$ cat src/rtl/axil_shadow_register_bank_if.sv
// axi_lite: AXI4-lite channel bundle shared by the register bank and its initiator.
`default_nettype none

interface axi_lite #(
  parameter int ADDR_WIDTH = 32,
  parameter int DATA_WIDTH = 32
);
  logic [ADDR_WIDTH-1:0]   awaddr;
  logic                    awvalid;
  logic                    awready;
  logic [DATA_WIDTH-1:0]   wdata;
  logic [DATA_WIDTH/8-1:0] wstrb;
  logic                    wvalid;
  logic                    wready;
  logic [1:0]              bresp;
  logic                    bvalid;
  logic                    bready;
  logic [ADDR_WIDTH-1:0]   araddr;
  logic                    arvalid;
  logic                    arready;
  logic [DATA_WIDTH-1:0]   rdata;
  logic [1:0]              rresp;
  logic                    rvalid;
  logic                    rready;

  modport slave (
    input  awaddr, awvalid, wdata, wstrb, wvalid, bready, araddr, arvalid, rready,
    output awready, wready, bresp, bvalid, arready, rdata, rresp, rvalid
  );

  modport master (
    output awaddr, awvalid, wdata, wstrb, wvalid, bready, araddr, arvalid, rready,
    input  awready, wready, bresp, bvalid, arready, rdata, rresp, rvalid
  );
endinterface

`default_nettype wire

$ cat src/rtl/axil_shadow_register_bank.sv
// axil_shadow_register_bank: AXI-lite shadow/active parameter bank; an update
// pulse moves every shadow register into the active set on a single edge.
`default_nettype none

module axil_shadow_register_bank #(
  parameter int          N_REGISTERS    = 9,
  parameter logic [31:0] BASE_ADDRESS   = 32'h0,
  parameter int          REGISTER_WIDTH = 32
) (
  input  logic                                         clock,
  input  logic                                         reset,
  axi_lite.slave                                       axil,
  input  logic                                         update,
  output logic [N_REGISTERS-1:0][REGISTER_WIDTH-1:0]   active_registers,
  output logic                                         write_event,
  output logic [$clog2(N_REGISTERS)-1:0]               write_index
);

  localparam int          IDX_W       = $clog2(N_REGISTERS);
  localparam int          STRB_W      = REGISTER_WIDTH / 8;
  localparam logic [31:0] C_N         = 32'(N_REGISTERS);
  localparam logic [1:0]  RESP_OKAY   = 2'b00;
  localparam logic [1:0]  RESP_SLVERR = 2'b10;

  logic [REGISTER_WIDTH-1:0] shadow [N_REGISTERS];

  logic                      aw_held;
  logic [31:0]               aw_addr;
  logic                      w_held;
  logic [REGISTER_WIDTH-1:0] w_data;
  logic [STRB_W-1:0]         w_strb;
  logic                      bvalid;
  logic [1:0]                bresp;
  logic                      rvalid;
  logic [REGISTER_WIDTH-1:0] rdata;
  logic [1:0]                rresp;

  logic                      aw_ready, w_ready, ar_ready;
  logic                      aw_fire, w_fire, ar_fire, commit;
  logic [31:0]               wr_addr;
  logic [REGISTER_WIDTH-1:0] wr_data;
  logic [STRB_W-1:0]         wr_strb;
  logic                      wr_ok, rd_ok;
  logic [IDX_W-1:0]          wr_idx, rd_idx;

  function automatic logic addr_in_range(input logic [31:0] a);
    return (a >= BASE_ADDRESS) && (((a - BASE_ADDRESS) >> 2) < C_N);
  endfunction

  function automatic logic [IDX_W-1:0] addr_index(input logic [31:0] a);
    return IDX_W'((a - BASE_ADDRESS) >> 2);
  endfunction

  always_comb begin
    aw_ready = !aw_held && !bvalid && !reset;
    w_ready  = !w_held  && !bvalid && !reset;
    ar_ready = !rvalid && !reset;
    aw_fire  = axil.awvalid && aw_ready;
    w_fire   = axil.wvalid  && w_ready;
    ar_fire  = axil.arvalid && ar_ready;
    // Held flags stay set until the B handshake, so bvalid gates re-commit.
    commit   = (aw_held || aw_fire) && (w_held || w_fire) && !bvalid;
    wr_addr  = aw_held ? aw_addr : axil.awaddr;
    wr_data  = w_held  ? w_data  : axil.wdata;
    wr_strb  = w_held  ? w_strb  : axil.wstrb;
    wr_ok    = addr_in_range(wr_addr);
    wr_idx   = addr_index(wr_addr);
    rd_ok    = addr_in_range(axil.araddr);
    rd_idx   = addr_index(axil.araddr);
  end

  assign axil.awready = aw_ready;
  assign axil.wready  = w_ready;
  assign axil.arready = ar_ready;
  assign axil.bvalid  = bvalid;
  assign axil.bresp   = bresp;
  assign axil.rvalid  = rvalid;
  assign axil.rdata   = rdata;
  assign axil.rresp   = rresp;

  always_ff @(posedge clock) begin
    if (reset) begin
      aw_held     <= 1'b0;
      aw_addr     <= '0;
      w_held      <= 1'b0;
      w_data      <= '0;
      w_strb      <= '0;
      bvalid      <= 1'b0;
      bresp       <= RESP_OKAY;
      rvalid      <= 1'b0;
      rdata       <= '0;
      rresp       <= RESP_OKAY;
      write_event <= 1'b0;
      write_index <= '0;
      for (int i = 0; i < N_REGISTERS; i++) begin
        shadow[i]           <= '0;
        active_registers[i] <= '0;
      end
    end else begin
      write_event <= 1'b0;

      if (aw_fire) begin
        aw_held <= 1'b1;
        aw_addr <= axil.awaddr;
      end
      if (w_fire) begin
        w_held <= 1'b1;
        w_data <= axil.wdata;
        w_strb <= axil.wstrb;
      end

      if (commit) begin
        bvalid <= 1'b1;
        bresp  <= wr_ok ? RESP_OKAY : RESP_SLVERR;
        if (wr_ok) begin
          write_event <= 1'b1;
          write_index <= wr_idx;
          for (int b = 0; b < STRB_W; b++) begin
            if (wr_strb[b]) shadow[wr_idx][8*b +: 8] <= wr_data[8*b +: 8];
          end
        end
      end else if (bvalid && axil.bready) begin
        bvalid  <= 1'b0;
        aw_held <= 1'b0;
        w_held  <= 1'b0;
      end

      // Nonblocking reads of shadow give the pre-write value on a commit edge.
      if (ar_fire) begin
        rvalid <= 1'b1;
        rdata  <= rd_ok ? shadow[rd_idx] : '0;
        rresp  <= rd_ok ? RESP_OKAY : RESP_SLVERR;
      end else if (rvalid && axil.rready) begin
        rvalid <= 1'b0;
      end

      if (update) begin
        for (int i = 0; i < N_REGISTERS; i++) active_registers[i] <= shadow[i];
      end
    end
  end

endmodule

`default_nettype wire

$ cat src/flat_wrapper.sv
// flat-port wrapper written by rule: the top's interface ports become plain ports
module axil_shadow_register_bank_flat 
#(
  parameter int          N_REGISTERS    = 9,
  parameter logic [31:0] BASE_ADDRESS   = 32'h0,
  parameter int          REGISTER_WIDTH = 32
)
  (clock, reset, update, active_registers, write_event, write_index, axil_awaddr, axil_awvalid, axil_wdata, axil_wstrb, axil_wvalid, axil_bready, axil_araddr, axil_arvalid, axil_rready, axil_awready, axil_wready, axil_bresp, axil_bvalid, axil_arready, axil_rdata, axil_rresp, axil_rvalid);
  axi_lite #(.ADDR_WIDTH(32), .DATA_WIDTH(32)) axil_i ();
  input  logic clock;
  input  logic reset;
  input  logic update;
  output logic [N_REGISTERS-1:0][REGISTER_WIDTH-1:0] active_registers;
  output logic write_event;
  output logic [$clog2(N_REGISTERS)-1:0] write_index;
  input wire logic [$bits(axil_i.awaddr)-1:0] axil_awaddr;
  input wire logic [$bits(axil_i.awvalid)-1:0] axil_awvalid;
  input wire logic [$bits(axil_i.wdata)-1:0] axil_wdata;
  input wire logic [$bits(axil_i.wstrb)-1:0] axil_wstrb;
  input wire logic [$bits(axil_i.wvalid)-1:0] axil_wvalid;
  input wire logic [$bits(axil_i.bready)-1:0] axil_bready;
  input wire logic [$bits(axil_i.araddr)-1:0] axil_araddr;
  input wire logic [$bits(axil_i.arvalid)-1:0] axil_arvalid;
  input wire logic [$bits(axil_i.rready)-1:0] axil_rready;
  output wire logic [$bits(axil_i.awready)-1:0] axil_awready;
  output wire logic [$bits(axil_i.wready)-1:0] axil_wready;
  output wire logic [$bits(axil_i.bresp)-1:0] axil_bresp;
  output wire logic [$bits(axil_i.bvalid)-1:0] axil_bvalid;
  output wire logic [$bits(axil_i.arready)-1:0] axil_arready;
  output wire logic [$bits(axil_i.rdata)-1:0] axil_rdata;
  output wire logic [$bits(axil_i.rresp)-1:0] axil_rresp;
  output wire logic [$bits(axil_i.rvalid)-1:0] axil_rvalid;
  assign axil_i.awaddr = axil_awaddr;
  assign axil_i.awvalid = axil_awvalid;
  assign axil_i.wdata = axil_wdata;
  assign axil_i.wstrb = axil_wstrb;
  assign axil_i.wvalid = axil_wvalid;
  assign axil_i.bready = axil_bready;
  assign axil_i.araddr = axil_araddr;
  assign axil_i.arvalid = axil_arvalid;
  assign axil_i.rready = axil_rready;
  assign axil_awready = axil_i.awready;
  assign axil_wready = axil_i.wready;
  assign axil_bresp = axil_i.bresp;
  assign axil_bvalid = axil_i.bvalid;
  assign axil_arready = axil_i.arready;
  assign axil_rdata = axil_i.rdata;
  assign axil_rresp = axil_i.rresp;
  assign axil_rvalid = axil_i.rvalid;
  axil_shadow_register_bank #(.N_REGISTERS(N_REGISTERS), .BASE_ADDRESS(BASE_ADDRESS), .REGISTER_WIDTH(REGISTER_WIDTH)) u_core (.clock(clock), .reset(reset), .axil(axil_i), .update(update), .active_registers(active_registers), .write_event(write_event), .write_index(write_index));
endmodule
$ cat config.mk
export PLATFORM = sky130hd
export DESIGN_NAME = axil_shadow_register_bank_flat
export DESIGN_NICKNAME = d
export VERILOG_FILES = /design/src/rtl/axil_shadow_register_bank_if.sv /design/src/rtl/axil_shadow_register_bank.sv /design/src/flat_wrapper.sv
export SDC_FILE = /design/constraint.sdc
export NUM_CORES = 1
export LEC_CHECK = 0
export ABC_AREA = 0
export CORE_MARGIN = 3
export CORE_UTILIZATION = 51
export CTS_BUF_LIST = sky130_fd_sc_hd__clkbuf_16
export DETAILED_ROUTE_END_ITERATION = 6
export GPL_TIMING_DRIVEN = 1
export PLACE_DENSITY = 0.77
export SLEW_MARGIN = 20
export SYNTH_ARGS = -nofsm -noshare
export SYNTH_HDL_FRONTEND = slang
export SYNTH_SLANG_ARGS = --single-unit
$ cat constraint.sdc
create_clock -name clock -period 2.5 [get_ports clock]
set_input_delay 0.5 -clock clock [delete_from_list [all_inputs] [get_ports clock]]
set_output_delay 0.5 -clock clock [all_outputs]
set_load 0.03 [all_outputs]
==> out/qor.yml <==
status: "finished clean"
wire_per_inst_um: 24.1
grt_max_degree: 166
finalCritPeriodShare: 0.969
power_uw: 34000
die_width_um: 276
relSlewSlack: 0.303
root_buffer: "clkbuf_16"
die_height_um: 276
cts_setup_buffers: 0
antenna_found_initial: 8
powerDensity_nw_per_um2: 718
crit_chain: "clkdlybuf4s50_1"
crit_required_ns: 2.00
cts_buffers: 91
ir_drop_uv: 493
synth_area_leaders: "edfxtp_1, dfxtp_1, mux4_2, mux2i_1, nor3_2"
worstPathArrival_ns: 1.92
ios: 442
max-cap-violations: 0
worst_path_largest_cell_delay_ns: 0.75
fin_skew_ns: 0.0262
critPathMaxFanout: 2
clockBufferDepth: 3
drcViolationCount: 0
synthCells: 2677
worstSkewPairLatency_ns: 0.63
hp-class: "input port to flop"
synth_top_area_cell: "edfxtp_1"
initial_core_util: 0.518
fin_setup_tns_ns: 0
grt_usage: 0.276
ys_warn_count: 0
grt_pass1_wl_um: 160000
viasPerCell: 5.68
cts_num_sinks: 909
synth_ff_type: "edfxtp_1"
worst_pin_slew_ns: 1.05
syn_to_final_growth_pct: 27.3
grt_pass1_vias: 25300
cts_tree: "done"
setup-violations-final: 0
fin_crit_ns: 2.42
path_class: "flop to output pin"
rows: 98
die_area_um2: 76300
avgSynthCellArea_um2: 13.9
port-buffer-count: 435
yosysMostFrequentCell: "edfxtp_1"
fin_hold_ws_ns: 0.238
crit_family: "buffers and inverters"
finalHoldViolCount: 0
drtPass1Iterations: 5
h-tree-depth: 3
end_kind: "output pin"
drv_slew: 0
seq_area_frac_synth: 0.626
core_um2: 72000
worst-path-buf-inv: 1
wl_um: 107000
synth_top_area_share: 0.413
vias: 25100
ant_nets: 0
place_hpwl_um: 78800
fin_ws_ns: 0.0763
drive_above_1_share: 0.224
synth_common_cells: "edfxtp_1, dfxtp_1, nor2_1, mux2i_1, nand2_1"
crit_path_start_kind: "flop"
worst_path_max_delay_cell: "clkdlybuf4s50_1"
ys_types: 41
async_flop_share: 0
pre_cts_ws_ns: -0.520
synth-edff-count: 512
fmax_ghz: 0.413
cellLeakagePower_uw: 0.0176
clkSlewWorstSetupHoldPaths_ns: 0.06
fin_nets: 3503
rsz0062_at_grt: "false"
synth_area_um2: 37300
grt_overflow: 0
gp_congestion: 0.890
ys_seq_elements: 909
drt_iter0_markers: 2665
fillers: 5041
[layout by cell type (no fill, tap or decap), types with 18 or more instances in the layout]
| master | count |
|---|---|
| nor3_1 | 89 |
| clkinv_2 | 18 |
| buf_12 | 43 |
| mux4_2 | 160 |
| dfxtp_1 | 395 |
| nor2_1 | 309 |
| nor3_2 | 211 |
| a21oi_1 | 71 |
| clkdlybuf4s50_1 | 427 |
| inv_1 | 60 |
| clkbuf_16 | 95 |
| edfxtp_1 | 512 |
| a31o_2 | 35 |
| buf_4 | 138 |
| mux2i_1 | 292 |
| nand2_1 | 204 |
| o21ai_0 | 38 |
| mux2_2 | 36 |
| conb_1 | 226 |
[per-layer routing]
layer	vias up	GRT usage	wire length, um
li1	11100	-	-
met1	12500	0.380	42600
met5	-	0	36
met3	198	0.0636	10900
met2	1303	0.434	49500
met4	6	0.0967	3690
[sequential cells by signal, summed over array words and instances, names as in the netlist]
| signal | flops |
|---|---|
| u_core.write_event | 1 |
| u_core.aw_addr | 30 |
| u_core.axil.rresp | 1 |
| u_core.w_data | 32 |
| u_core.axil.rvalid | 1 |
| active_registers | 288 |
| u_core.axil.rdata | 32 |
| u_core.w_held | 1 |
| u_core.aw_held | 1 |
| u_core.axil.bvalid | 1 |
| u_core.axil.bresp | 1 |
| u_core.w_strb | 4 |
| u_core.shadow | 512 |
| u_core.write_index | 4 |
[layout make-up]
cell class / count / area [um^2] / share of cell area
multi-input combinational: 1743 / 13600 / 0.288
clock inverter: 73 / 513 / 0.0108
clock buffer: 95 / 2380 / 0.0501
tap: 950 / 1190 / 0.0251
inverter: 35 / 131 / 0.00277
sequential: 909 / 23300 / 0.492
antenna: 1 / 2.50 / 0.0000528
timing repair buffer: 615 / 6240 / 0.132
[per-stage QoR]
| step | std cells | instance area, um^2 | util |
|---|---|---|---|
| after floorplan | 2902 | 38100 | - |
| after global placement | 4252 | 44500 | 0.618 |
| final | 4421 | 47400 | 0.659 |
| after CTS | 4420 | 47400 | 0.658 |
| after global routing | 4420 | 47400 | 0.659 |
| after detailed placement | 4252 | 44500 | 0.618 |
[repair_timing]
action	in CTS	in global routing
pin swaps	0	2
hold endpoints to repair	0	0
hold buffers	0	0
setup endpoints to repair	1	409
resized for setup	1	6
[worst paths after layout]
path / slack (ns) / end / start / cells past startpoint
worst min-delay path: 0.24 / u_core.w_held / reset / 3
worst min register to register: 0.45 / u_core.aw_addr[19] / u_core.aw_addr[19] / 2
worst max-delay path: 0.08 / active_registers[222] / active_registers[222] / 1
worst max register to register: 0.12 / u_core.shadow[3][29] / u_core.aw_addr[11] / 6
[cell families after synthesis]
logic type	Yosys count	synth area share
flops	909	0.626
simple gates	863	0.128
compound gates	166	0.0278
mux	488	0.186
other cells	1	0.000101
buf+inv	250	0.0319
[report_power, final]
group	switching [uW]	internal [uW]
clock network	5670	7580
logic	2220	1570
registers	425	16600
total	8310	25700
[tightest hold or removal path: cells and delay by family]
family                 cells  cell delay [ns]
buffers and inverters      2             0.26
AOI/OAI and AO/OA          1             0.05
Power figures use the tool's default switching activity.
